**src/rtl/i2sout.sv**
```systemverilog
// I2S master transmitter: generates ws and shifts signed PCM samples onto sd MSB first,
// with one holding register per channel fed from a valid/ready port.
module i2sout #(
  parameter int BITS_PRECISION = 24,
  parameter int SLOT_BITS      = 32
) (
  input  logic                      sck,
  input  logic                      rstn,
  input  logic [BITS_PRECISION-1:0] data_out,
  input  logic                      data_left_rightn,
  input  logic                      data_valid,
  output logic                      data_ready,
  output logic                      ws,
  output logic                      sd,
  output logic                      underrun
);

  localparam int CW = (SLOT_BITS > 1) ? $clog2(SLOT_BITS) : 1;
  localparam logic [CW-1:0] CNT_LAST = CW'(SLOT_BITS - 1);
  localparam logic [BITS_PRECISION-1:0] ZERO_WORD = {BITS_PRECISION{1'b0}};

  logic [CW-1:0]             cnt;
  logic [BITS_PRECISION-1:0] hold_l;
  logic [BITS_PRECISION-1:0] hold_r;
  logic [BITS_PRECISION-1:0] shreg;
  logic                      full_l;
  logic                      full_r;

  logic                      wrap;
  logic                      new_ws;
  logic                      new_full;
  logic                      wr_l;
  logic                      wr_r;
  logic                      take_l;
  logic                      take_r;
  logic [BITS_PRECISION-1:0] load_val;

  // Slot boundary detection, handshake and selection of the word for the next slot
  always_comb begin
    wrap       = (cnt == CNT_LAST);
    new_ws     = ~ws;
    data_ready = data_left_rightn ? ~full_l : ~full_r;
    wr_l       = data_valid & data_left_rightn & ~full_l;
    wr_r       = data_valid & ~data_left_rightn & ~full_r;
    take_l     = wrap & new_ws;
    take_r     = wrap & ~new_ws;
    if (new_ws) begin
      new_full = full_l;
      load_val = full_l ? hold_l : ZERO_WORD;
    end else begin
      new_full = full_r;
      load_val = full_r ? hold_r : ZERO_WORD;
    end
  end

  // Slot counter, word select and serialiser; sd lags the shift register by one
  // sck so the MSB lands one cycle after the ws transition
  always_ff @(posedge sck or negedge rstn) begin
    if (!rstn) begin
      cnt      <= CNT_LAST;
      ws       <= 1'b0;
      sd       <= 1'b0;
      underrun <= 1'b0;
      shreg    <= ZERO_WORD;
    end else begin
      sd <= shreg[BITS_PRECISION-1];
      if (wrap) begin
        cnt      <= {CW{1'b0}};
        ws       <= new_ws;
        shreg    <= load_val;
        underrun <= ~new_full;
      end else begin
        cnt      <= cnt + CW'(1);
        shreg    <= shreg << 1;
        underrun <= 1'b0;
      end
    end
  end

  // Left holding register: a write cannot coincide with its own consumption
  // while full, and a write into an empty register being consumed wins
  always_ff @(posedge sck or negedge rstn) begin
    if (!rstn) begin
      hold_l <= ZERO_WORD;
      full_l <= 1'b0;
    end else if (wr_l) begin
      hold_l <= data_out;
      full_l <= 1'b1;
    end else if (take_l) begin
      full_l <= 1'b0;
    end else begin
      full_l <= full_l;
    end
  end

  // Right holding register
  always_ff @(posedge sck or negedge rstn) begin
    if (!rstn) begin
      hold_r <= ZERO_WORD;
      full_r <= 1'b0;
    end else if (wr_r) begin
      hold_r <= data_out;
      full_r <= 1'b1;
    end else if (take_r) begin
      full_r <= 1'b0;
    end else begin
      full_r <= full_r;
    end
  end

endmodule

```
**config.mk**
```make
export PLATFORM = sky130hd
export DESIGN_NAME = i2sout
export DESIGN_NICKNAME = d
export VERILOG_FILES = /design/src/rtl/i2sout.sv
export SDC_FILE = /design/constraint.sdc
export NUM_CORES = 1
export LEC_CHECK = 0
export ABC_AREA = 1
export BUFFER_PORTS_ARGS = -buffer_cell sky130_fd_sc_hd__buf_2
export CORE_MARGIN = 2
export CORE_UTILIZATION = 47
export CTS_BUF_LIST = sky130_fd_sc_hd__clkbuf_4
export DETAILED_ROUTE_END_ITERATION = 10
export GPL_ROUTABILITY_DRIVEN = 0
export PLACE_DENSITY = 0.68
export SLEW_MARGIN = 20
export SYNTH_ARGS = -nofsm -noshare
export SYNTH_HDL_FRONTEND = slang
export SYNTH_SLANG_ARGS = --single-unit
```
**constraint.sdc**
```tcl
create_clock -name sck -period 2.5 [get_ports sck]
set_input_delay 0.375 -clock sck [delete_from_list [all_inputs] [get_ports sck]]
set_output_delay 0.375 -clock sck [all_outputs]
set_load 0.01 [all_outputs]
```
After elaboration in Yosys (flattened, before gate mapping)
Index checks and enable logic that the tools add are counted.

storage, ports and cells
  bits in registers = 82
  latch bits = 0
  RAM bits = 0
  memory bits (read-only) = 0
  output and inout port bits = 4
  memories = 0

cells by class
  $add $sub $neg = 1
  multipliers = 0
  divide/modulo/power cells = 0
  magnitude comparators = 0
  equal/unequal tests = 1
  shift operators = 0
  mux-type cells = 12
  bitwise operators = 11
  reductions and logical operators = 2

operators with widths
  cell                 count
  $mux 24              4
  $mux 1               7
  $and 1x1->1          6
  $add 5x1->5 const B  1
  $eq 5x5->1 const B   1
  $mux 5               1
  $not 1->1            5
  $reduce_bool 2->1    2

Depth between registers and ports, before layout
Gate-level depths: netlist of the first run.

  depth after elaboration = 4
  gate-level depth with buffers = 9
  gate-level depth less buffers = 7

Worst setup path after synthesis of the first run
Ideal clock, no wire load.

  kind = flip-flop to flip-flop
  from = reg cnt[0]
  to = reg shreg[10]
  setup time = 0.117 ns
  arrival = 1.603 ns
  data required time = 2.383 ns
  setup slack = 0.780 ns
  stages on the path, launching flop included = 10
  cells stage by stage = dfstp_2 ha_1 nand2_1 nor2_1 ha_1 buf_2 clkinv_1 buf_2 nand2_1 nand2_1

between the ends
  cells in the longest elaborated chain, start to end = 2

RTL lines
  what                    RTL line  source
  from (decl)             22        logic [CW-1:0] cnt;
  from (signal assigned)  68        cnt <= {CW{1'b0}};
  from (signal assigned)  73        cnt <= cnt + CW'(1);
  $eq 5x5->1              40        wrap = (cnt == CNT_LAST);
  $mux 24                 67        if (wrap) begin
  to (signal assigned)    70        shreg <= load_val;
  to (signal assigned)    74        shreg <= shreg << 1;
  to (decl)               25        logic [BITS_PRECISION-1:0] shreg;

Every way passes these cells.
A chain may end at the register's enable or synchronous reset.

Worst setup path after layout of the first run
  from = reg full_r
  to = out data_ready

between the ends
  cells in the longest elaborated chain, start to end = 2

RTL lines
  what                    RTL line  source
  from (decl)             27        logic full_r;
  from (signal assigned)  107       full_r <= full_r;
  $not 1->1               42        data_ready = data_left_rightn ? ~full_l : ~full_r;
  $mux 1                  42
  to (decl)               12        output logic data_ready,

Every way passes these cells.

==> results of run 1 <==
==> cells in the final DEF, fill, tap and decap left out, drive strengths merged, types with 2 or more instances in the layout <==
cell	n
clkbuf	9
dfstp	5
a21oi	2
nand3	50
nor2	5
clkinv	6
inv	27
nand2	149
o21ai	52
dfrtp	77
buf	41
ha	3
==> stage by stage <==
stage / setup WS [ps] / util / instance area [um^2] / hold slack (ps)
finish: 623 / 0.533 / 3860 / 185
global placement: 728 / 0.514 / 3720 / 344
global route: 426 / 0.533 / 3860 / 167
detailed placement: 645 / 0.514 / 3720 / 350
floorplan: 780 / - / 3530 / 79.4
CTS: 588 / 0.533 / 3860 / 161
==> cell usage after synthesis <==
| cell | instances | share of area |
|---|---|---|
| nand3_1 | 49 | 0.069 |
| a21boi_0 | 1 | 0.0021 |
| buf_6 | 5 | 0.016 |
| nor2_1 | 4 | 0.0042 |
| buf_4 | 3 | 0.0064 |
| dfstp_2 | 5 | 0.037 |
| o21ai_1 | 11 | 0.016 |
| inv_1 | 25 | 0.027 |
| nor2_4 | 1 | 0.0032 |
| inv_2 | 2 | 0.0021 |
| o21ai_0 | 31 | 0.044 |
| nand2_2 | 1 | 0.0018 |
| clkbuf_2 | 2 | 0.0028 |
| xor2_1 | 1 | 0.0025 |
| clkinv_1 | 1 | 0.0011 |
| nand3_2 | 1 | 0.0028 |
| a21oi_1 | 2 | 0.0028 |
| nand2_1 | 148 | 0.16 |
| ha_1 | 3 | 0.011 |
| dfrtp_1 | 77 | 0.55 |
| clkbuf_1 | 4 | 0.0042 |
| buf_2 | 12 | 0.017 |
| o21ai_2 | 10 | 0.025 |
==> worst max-delay path by stage <==
stage                           to  depth (start not counted)  slack, ps          startpoint
6_report                data_ready                          3        620  full_r$_DFFE_PN0P_
5_1_grt        shreg[21]$_DFF_PN0_                          8        430    cnt[0]$_DFF_PN1_
4_1_cts                 data_ready                          3        590  full_r$_DFFE_PN0P_
3_5_place_dp   shreg[17]$_DFF_PN0_                          8        650    cnt[0]$_DFF_PN1_
3_3_place_gp   shreg[15]$_DFF_PN0_                          8        730    cnt[0]$_DFF_PN1_
2_1_floorplan  shreg[10]$_DFF_PN0_                          9        780    cnt[0]$_DFF_PN1_
==> layer usage <==
layer  wire, um  up-vias
met5          0        -
met4        134        0
met3        227       10
met2       3250       37
met1       3360     1266
li1           -     1319
==> what timing repair did <==
| action | in CTS | in global routing |
|---|---|---|
| hold buffers | 1 | 0 |
| resized for setup | 0 | 0 |
| endpoints found under the hold margin | 42 | 0 |
==> cell type report <==
type                            count  area (um^2)
Fill cell                         683         3390
Clock inverter                      7         60.1
Multi-Input combinational cell    263         1200
Inverter                           28          105
Timing Repair Buffer               42          243
Sequential cell                    82         2060
Clock buffer                        9         67.6
Tap cell                           99          124
==> worst reg2reg max path: cells and delay by family (launching register included) <==
kind	cells	cell delay, ps
simple gates	4	330
fa+ha+maj	2	370
flops	1	560
buf+inv	2	520
==> kinds of logic after synthesis <==
logic type / share of synthesized area
AO/OA/AOI/OAI: 0.0893
XOR/XNOR: 0.00248
adder cells (fa/ha/maj): 0.0106
buffers and inverters: 0.0762
flip-flops: 0.583
AND/OR/NAND/NOR: 0.239
==> power groups by stage <==
stage	clock, mW	combinational, mW	sequential, mW
6_report	0.735	0.249	1.53
2_1_floorplan	0	0.174	1.54
4_1_cts	0.761	0.255	1.53
5_1_grt	0.811	0.300	1.55
3_3_place_gp	0	0.246	1.55
3_5_place_dp	0	0.253	1.55
==> state kept, by name, indices dropped and copies added (netlist names) <==
name / flops
hold_r: 24
underrun: 1
shreg: 24
sd: 1
cnt: 5
full_l: 1
full_r: 1
hold_l: 24
ws: 1
==> results.sh, run 1 <==
export IMPL_p_per_area_nw_per_um2=650
export IMPL_root_buffer="clkbuf_4"
export IMPL_netSwitchingFraction=0.262
export IMPL_endpoint_kind="output port"
export IMPL_initial_core_util=0.487
export IMPL_required_ps=2120
export IMPL_cp_buffers_inverters=2
export IMPL_synth_seq_area_share=0.583
export IMPL_p_int_mw=1.85
export IMPL_die_y_um=90.7
export IMPL_power_frac_comb=0.099
export IMPL_vdd_drop_max_mv=0.288
export IMPL_seq_power_share=0.608
export IMPL_grtUsageTotal=0.189
export IMPL_fin_crit_ps=1880
export IMPL_critPathSlowestCell="dfrtp_1"
export IMPL_antenna_found_initial=0
export IMPL_grt_use_met3=0.0384
export IMPL_portBuffers=31
export IMPL_grt_use_met2=0.294
export IMPL_grt_pass1_wl_um=12400
export IMPL_status="completed"
export IMPL_hold_path_depth=3
export IMPL_r2r_end="shreg[21]$_DFF_PN0_"
export IMPL_timing_slew_headroom=0.598
export IMPL_cts_setup_buffers=0
export IMPL_cts_buffers=9
export IMPL_die_width_um=90.7
export IMPL_wl_per_cell_um=13.1
export IMPL_hp_class="input pin to register"
export IMPL_grt_pass1_vias=2718
export IMPL_max_stage_delay_ps=440
export IMPL_syn_cell_area_um2=3530
export IMPL_cts_clk_slew_worst_paths_ps=120
export IMPL_routed_wl_um=6970
export IMPL_row_count=31
export IMPL_maxCapViolCount=0
export IMPL_fp_coreArea_um2=7250
export IMPL_ys_ff_latch=82
export IMPL_drive_gt1_frac=0.174
export IMPL_report_final_slew_viol_count=0
export IMPL_cp_top_family="buffers and inverters"
export IMPL_final_cell_count_no_fill=530
export IMPL_cp_start_kind="register"
export IMPL_syn_inst=399
export IMPL_grt_start_max_net_pins=49
export IMPL_busiest_layer="met2"
export IMPL_syn_avg_cell_area_um2=8.85
export IMPL_synth_distinct_cells=23
export IMPL_period_share=0.751
export IMPL_worst_pin_slew_ps=603
export IMPL_design_die_area_um2=8220
export IMPL_htreeDepth=3
export IMPL_fin_nets=457
export IMPL_power_mw=2.51
export IMPL_hold_viol=0
export IMPL_insertion_delay_ps=420
export IMPL_ys_warn_count=0
export IMPL_power_switching_uw=658
export IMPL_tns_ps=0
export IMPL_crit_type="register to output port"
export IMPL_finalSetupViolCount=0
export IMPL_tritoncts="yes"
export IMPL_syn_to_final_growth_pct=9.35
export IMPL_cp_cell_sequence="buf_4, o21ai_0, buf_2"
export IMPL_drtIter0Drc=167
export IMPL_grt_use_met1=0.258
export IMPL_r2r_start="cnt[0]$_DFF_PN1_"
export IMPL_via_count=2632
export IMPL_syn_nets=430
export IMPL_dpl_hpwl_um=4290
export IMPL_drc=0
export IMPL_post_place_cells=513
export IMPL_worstHoldEndpoint="hold_l[17]$_DFFE_PN0P_"
export IMPL_crit_arrival_ps=1500
export IMPL_firstDrtPassIters=4
export IMPL_vias_per_cell=4.97
export IMPL_insertedDiodeCount=0
export IMPL_r2r_cells=8
export IMPL_grt_overflow_total=0
export IMPL_cts_buffer_depth=2
export IMPL_finalClockSkew_ps=7.79
export IMPL_r2r_slack_ps=630
export IMPL_ant_nets=0
export IMPL_min_delay_start="data_out[17]"
export IMPL_clock_fmax_mhz=533
export IMPL_clock_sinks=82
export IMPL_rsz0062_at_grt="false"
export IMPL_power_frac_clock=0.293
export IMPL_leakagePower_nw=2.08
export IMPL_io_pins=32
export IMPL_path_max_fanout=27
Note: power is estimated with default switching activity, not from simulation.
==> inputs of run 2 (changes only) <==
PLACE_DENSITY = 0.71   (was 0.68)
clock period = 1.5 ns   (was 2.5 ns; I/O delays follow)
==> results.sh, run 2 (same netlist as run 1, synthesis figures left out) <==
export IMPL_status="finished, violations left"
export IMPL_violations="negative setup slack"
export IMPL_drive_gt1_frac=0.249
export IMPL_fill_cells=627
export IMPL_firstDrtPassIters=4
export IMPL_top_regs="hold_l x24, hold_r x24, shreg x24"
export IMPL_grt_start_max_net_pins=50
export IMPL_tritoncts="yes"
export IMPL_drtIter0Drc=191
export IMPL_ant_nets=0
export IMPL_vdd_drop_max_mv=0.456
export IMPL_die_y_um=90.7
export IMPL_finalSetupViolCount=24
export IMPL_design_die_area_um2=8220
export IMPL_grtUsageTotal=0.189
export IMPL_period_share=1.04
export IMPL_row_count=31
export IMPL_insertion_delay_ps=410
export IMPL_vias_per_cell=5.07
export IMPL_finish_utilization=0.579
export IMPL_die_width_um=90.7
export IMPL_power_mw=4.20
export IMPL_post_place_cells=521
export IMPL_crit_type="register to register"
export IMPL_report_final_slew_viol_count=0
export IMPL_required_ps=1790
export IMPL_dp_worst_setup_slack_ps=-112
export IMPL_portBuffers=31
export IMPL_grt_pass1_wl_um=12600
export IMPL_mostFrequentLayoutCells="136 x nand2_1, 75 x dfrtp_1, 49 x nand3_1, 30 x o21ai_0, 30 x buf_2"
export IMPL_initial_core_util=0.487
export IMPL_hold_viol=0
export IMPL_post_route_cell_area_um2=4200
export IMPL_cts_buffer_depth=2
export IMPL_layout_commonest_cell="nand2_1"
export IMPL_path_max_fanout=9
export IMPL_fin_nets=472
export IMPL_routed_wl_um=7420
export IMPL_antenna_found_initial=0
export IMPL_drc=0
export IMPL_grt_pass1_vias=2732
export IMPL_io_pins=32
export IMPL_via_count=2756
export IMPL_rsz0062_at_grt="true"
export IMPL_worst_pin_slew_ps=514
export IMPL_cts_buffers=9
export IMPL_finalClockSkew_ps=12.3
export IMPL_maxCapViolCount=0
export IMPL_wl_per_cell_um=13.6
export IMPL_grt_overflow_total=0
export IMPL_placed_area_um2=3870
export IMPL_insertedDiodeCount=0
export IMPL_p_per_area_nw_per_um2=1000
export IMPL_syn_to_final_growth_pct=18.9
export IMPL_clock_sinks=82
export IMPL_cp_start_kind="register"
export IMPL_dpl_hpwl_um=4510
export IMPL_fin_ws_ps=-61.4
export IMPL_endpoint_kind="register"
export IMPL_clock_fmax_mhz=640
export IMPL_htreeDepth=3
export IMPL_hp_class="input pin to register"
export IMPL_fp_coreArea_um2=7250
export IMPL_fin_crit_ps=1560
export IMPL_cts_clk_slew_worst_paths_ps=120
export IMPL_root_buffer="clkbuf_4"
export IMPL_leakagePower_nw=2.24
export IMPL_final_cell_count_no_fill=544
export IMPL_crit_arrival_ps=1860
export IMPL_timing_slew_headroom=0.657
run 2: metrics by stage:
step	hold WS, ps	TNS (ps)
3_5_place_dp	215	-2190
6_report	59.6	-433
3_3_place_gp	209	-1000
2_1_floorplan	-70.6	-510
5_1_grt	33.7	-2130
4_1_cts	38.4	-95.9
run 2: what timing repair did:
item,in CTS,in global routing
gates resized for setup,10,19
setup endpoints to repair,30,31
buffers inserted,0,5
pin swaps,2,0
hold buffers,1,0
endpoints found under the hold margin,28,0
gates cloned,0,2
run 2: worst paths after layout:
kind | startpoint | to | slack (ps) | depth (start not counted)
setup / recovery | cnt[1]$_DFF_PN1_ | shreg[6]$_DFF_PN0_ | -60 | 8
hold / removal | data_out[18] | hold_l[18]$_DFFE_PN0P_ | 60 | 3
setup reg to reg | cnt[1]$_DFF_PN1_ | shreg[6]$_DFF_PN0_ | -60 | 8
hold reg to reg | shreg[23]$_DFF_PN0_ | sd$_DFF_PN0_ | 360 | 0
max in group asynchronous | rstn | hold_r[9]$_DFFE_PN0P_ | 630 | 3
min in group asynchronous | rstn | hold_r[7]$_DFFE_PN0P_ | 300 | 2
run 2: report_power, final:
group | switching, mW | total [mW] | internal (mW)
Clock | 0.682 | 1.21 | 0.528
Combinational | 0.253 | 0.434 | 0.181
Sequential | 0.120 | 2.55 | 2.43
Total | 1.06 | 4.20 | 3.14
run 2: area by class of cell:
type | count | area [um^2] | share of cell area
clock buffer | 11 | 82.6 | 0.0197
clock inverter | 4 | 43.8 | 0.0104
inverter | 28 | 118 | 0.0280
multi-input combinational | 263 | 1290 | 0.308
sequential | 82 | 2060 | 0.491
tap | 99 | 124 | 0.0295
timing repair buffer | 57 | 478 | 0.114
run 2: per-layer routing:
metal  vias up  GRT usage  part of all wire
met5         -          0                 0
met4         0     0.0628             0.011
met3         8     0.0426             0.046
met2        64      0.301              0.48
met1      1325      0.258              0.46
li1       1359          -                 -
run 2: worst max-delay path, cell delays in order, from the launching register on:
cell and delay [ps]:
dfstp_2 580, ha_4 160, nand2_4 50, nor2_4 100
ha_4 200, clkinv_8 80, buf_12 140, nand2_1 80
nand2_1 60
==> inputs of run 3 (changes only) <==
SKIP_CTS_REPAIR_TIMING = 1   (was default)
==> results.sh, run 3 (same netlist as run 1, synthesis figures left out) <==
export IMPL_die_width_um=90.7
export IMPL_maxCapViolCount=0
export IMPL_fp_coreArea_um2=7250
export IMPL_insertedDiodeCount=0
export IMPL_grtUsageTotal=0.189
export IMPL_vias_per_cell=5.08
export IMPL_routed_wl_um=7080
export IMPL_crit_type="register to register"
export IMPL_cp_top_family="flip-flops"
export IMPL_row_count=31
export IMPL_placed_area_um2=3870
export IMPL_status="finished, violations left"
export IMPL_cp_cell_sequence="ha_4, nand2_4, nor2_4, ha_4, inv_8, buf_12, nand2_1, nand2_1"
export IMPL_finalSetupViolCount=2
export IMPL_path_max_fanout=10
export IMPL_syn_to_final_growth_pct=15.6
export IMPL_grt_overflow_total=0
export IMPL_fin_nets=466
export IMPL_portBuffers=31
export IMPL_cts_clk_slew_worst_paths_ps=120
export IMPL_grt_pass1_wl_um=12500
export IMPL_period_share=1.01
export IMPL_timing_slew_headroom=0.680
export IMPL_drtIter0Drc=170
export IMPL_firstDrtPassIters=4
export IMPL_htreeDepth=3
export IMPL_clock_fmax_mhz=658
export IMPL_hold_viol=0
export IMPL_regArea_um2=2060
export IMPL_holdWs_ps=58.0
export IMPL_top_regs="hold_l x24, hold_r x24, shreg x24"
export IMPL_critPathSlowestCell="dfstp_2"
export IMPL_fin_ws_ps=-20.3
export IMPL_leakagePower_nw=2.19
export IMPL_endpoint_kind="register"
export IMPL_initial_core_util=0.487
export IMPL_cts_buffers=9
export IMPL_rsz0062_at_grt="true"
export IMPL_crit_arrival_ps=1820
export IMPL_ant_nets=0
export IMPL_io_pins=32
export IMPL_via_count=2733
export IMPL_wl_per_cell_um=13.2
export IMPL_root_buffer="clkbuf_4"
export IMPL_cts_buffer_depth=2
export IMPL_required_ps=1800
export IMPL_worst_pin_slew_ps=480
export IMPL_fin_crit_ps=1520
export IMPL_fill_cells=650
export IMPL_mostFrequentLayoutCells="142 x nand2_1, 76 x dfrtp_1, 49 x nand3_1, 30 x o21ai_0, 30 x buf_2"
export IMPL_grt_pass1_vias=2735
export IMPL_dp_worst_setup_slack_ps=-112
export IMPL_insertion_delay_ps=410
export IMPL_multi_input_area_um2=1270
export IMPL_post_route_cell_area_um2=4080
export IMPL_clock_sinks=82
export IMPL_report_final_slew_viol_count=0
export IMPL_layout_commonest_cell="nand2_1"
export IMPL_drc=0
export IMPL_antenna_found_initial=0
export IMPL_tritoncts="yes"
export IMPL_grt_start_max_net_pins=50
export IMPL_violations="negative setup slack"
export IMPL_cp_start_kind="register"
export IMPL_finalClockSkew_ps=12.9
export IMPL_p_per_area_nw_per_um2=1030
export IMPL_hp_class="input pin to register"
export IMPL_dpl_hpwl_um=4510
export IMPL_design_die_area_um2=8220
export IMPL_max_stage_delay_ps=580
export IMPL_cp_buffers_inverters=2
export IMPL_drive_gt1_frac=0.219
export IMPL_vdd_drop_max_mv=0.425
export IMPL_die_y_um=90.7
[run 3: cell types whose count changed in the layout (fill, tap and decap cells not counted), sizes merged]
cell / previous run / this run
buf: 54 / 50
clkbuf: 13 / 11
clkinv: 4 / 3
inv: 27 / 28
[run 3: layout make-up]
| cell class | instances | area share |
|---|---|---|
| clock buffers | 11 | 0.0202 |
| clock inverters | 4 | 0.0107 |
| inverters | 28 | 0.0276 |
| multi-input cells | 263 | 0.311 |
| flip-flops and latches | 82 | 0.505 |
| well taps | 99 | 0.0303 |
| repair buffers | 51 | 0.0953 |
[run 3: worst min-delay path: cells and delay by family]
family / cells / cell delay, ps
buffers and inverters: 2 / 150
AO/OA/AOI/OAI: 1 / 60
[run 3: report_power, final]
group,switching (mW),internal [mW],leakage [nW]
registers,0.120,2.43,1.07
clock network,0.687,0.528,0.0741
logic,0.253,0.181,1.05
[run 3: stage by stage]
stage	std cells	TNS [ps]	total power, mW	utilization
after floorplan	399	-510	2.85	-
after CTS	536	-2800	4.24	0.551
after detailed placement	521	-2190	3.03	0.534
after global placement	521	-1000	3.01	0.534
final	538	-24.2	4.20	0.563
after global routing	538	-1410	4.43	0.563
[run 3: path summary, 6_finish.rpt]
check	to	cells past startpoint	slack [ps]	start
min in group asynchronous	hold_r[7]$_DFFE_PN0P_	2	300	rstn
max in group asynchronous	hold_r[14]$_DFFE_PN0P_	3	620	rstn
max	shreg[13]$_DFF_PN0_	8	-20	cnt[0]$_DFF_PN1_
min reg2reg	sd$_DFF_PN0_	0	360	shreg[23]$_DFF_PN0_
max reg2reg	shreg[13]$_DFF_PN0_	8	-20	cnt[0]$_DFF_PN1_
min	hold_l[18]$_DFFE_PN0P_	3	60	data_out[18]
[run 3: routing by layer]
metal / vias to the layer above / track usage / share of wire / wire length (um)
li1: 1341 / - / - / -
met1: 1329 / 0.251 / 0.46 / 3270
met2: 56 / 0.307 / 0.49 / 3470
met3: 7 / 0.0426 / 0.038 / 269
met4: 0 / 0.0628 / 0.010 / 74
met5: - / 0 / 0 / 0
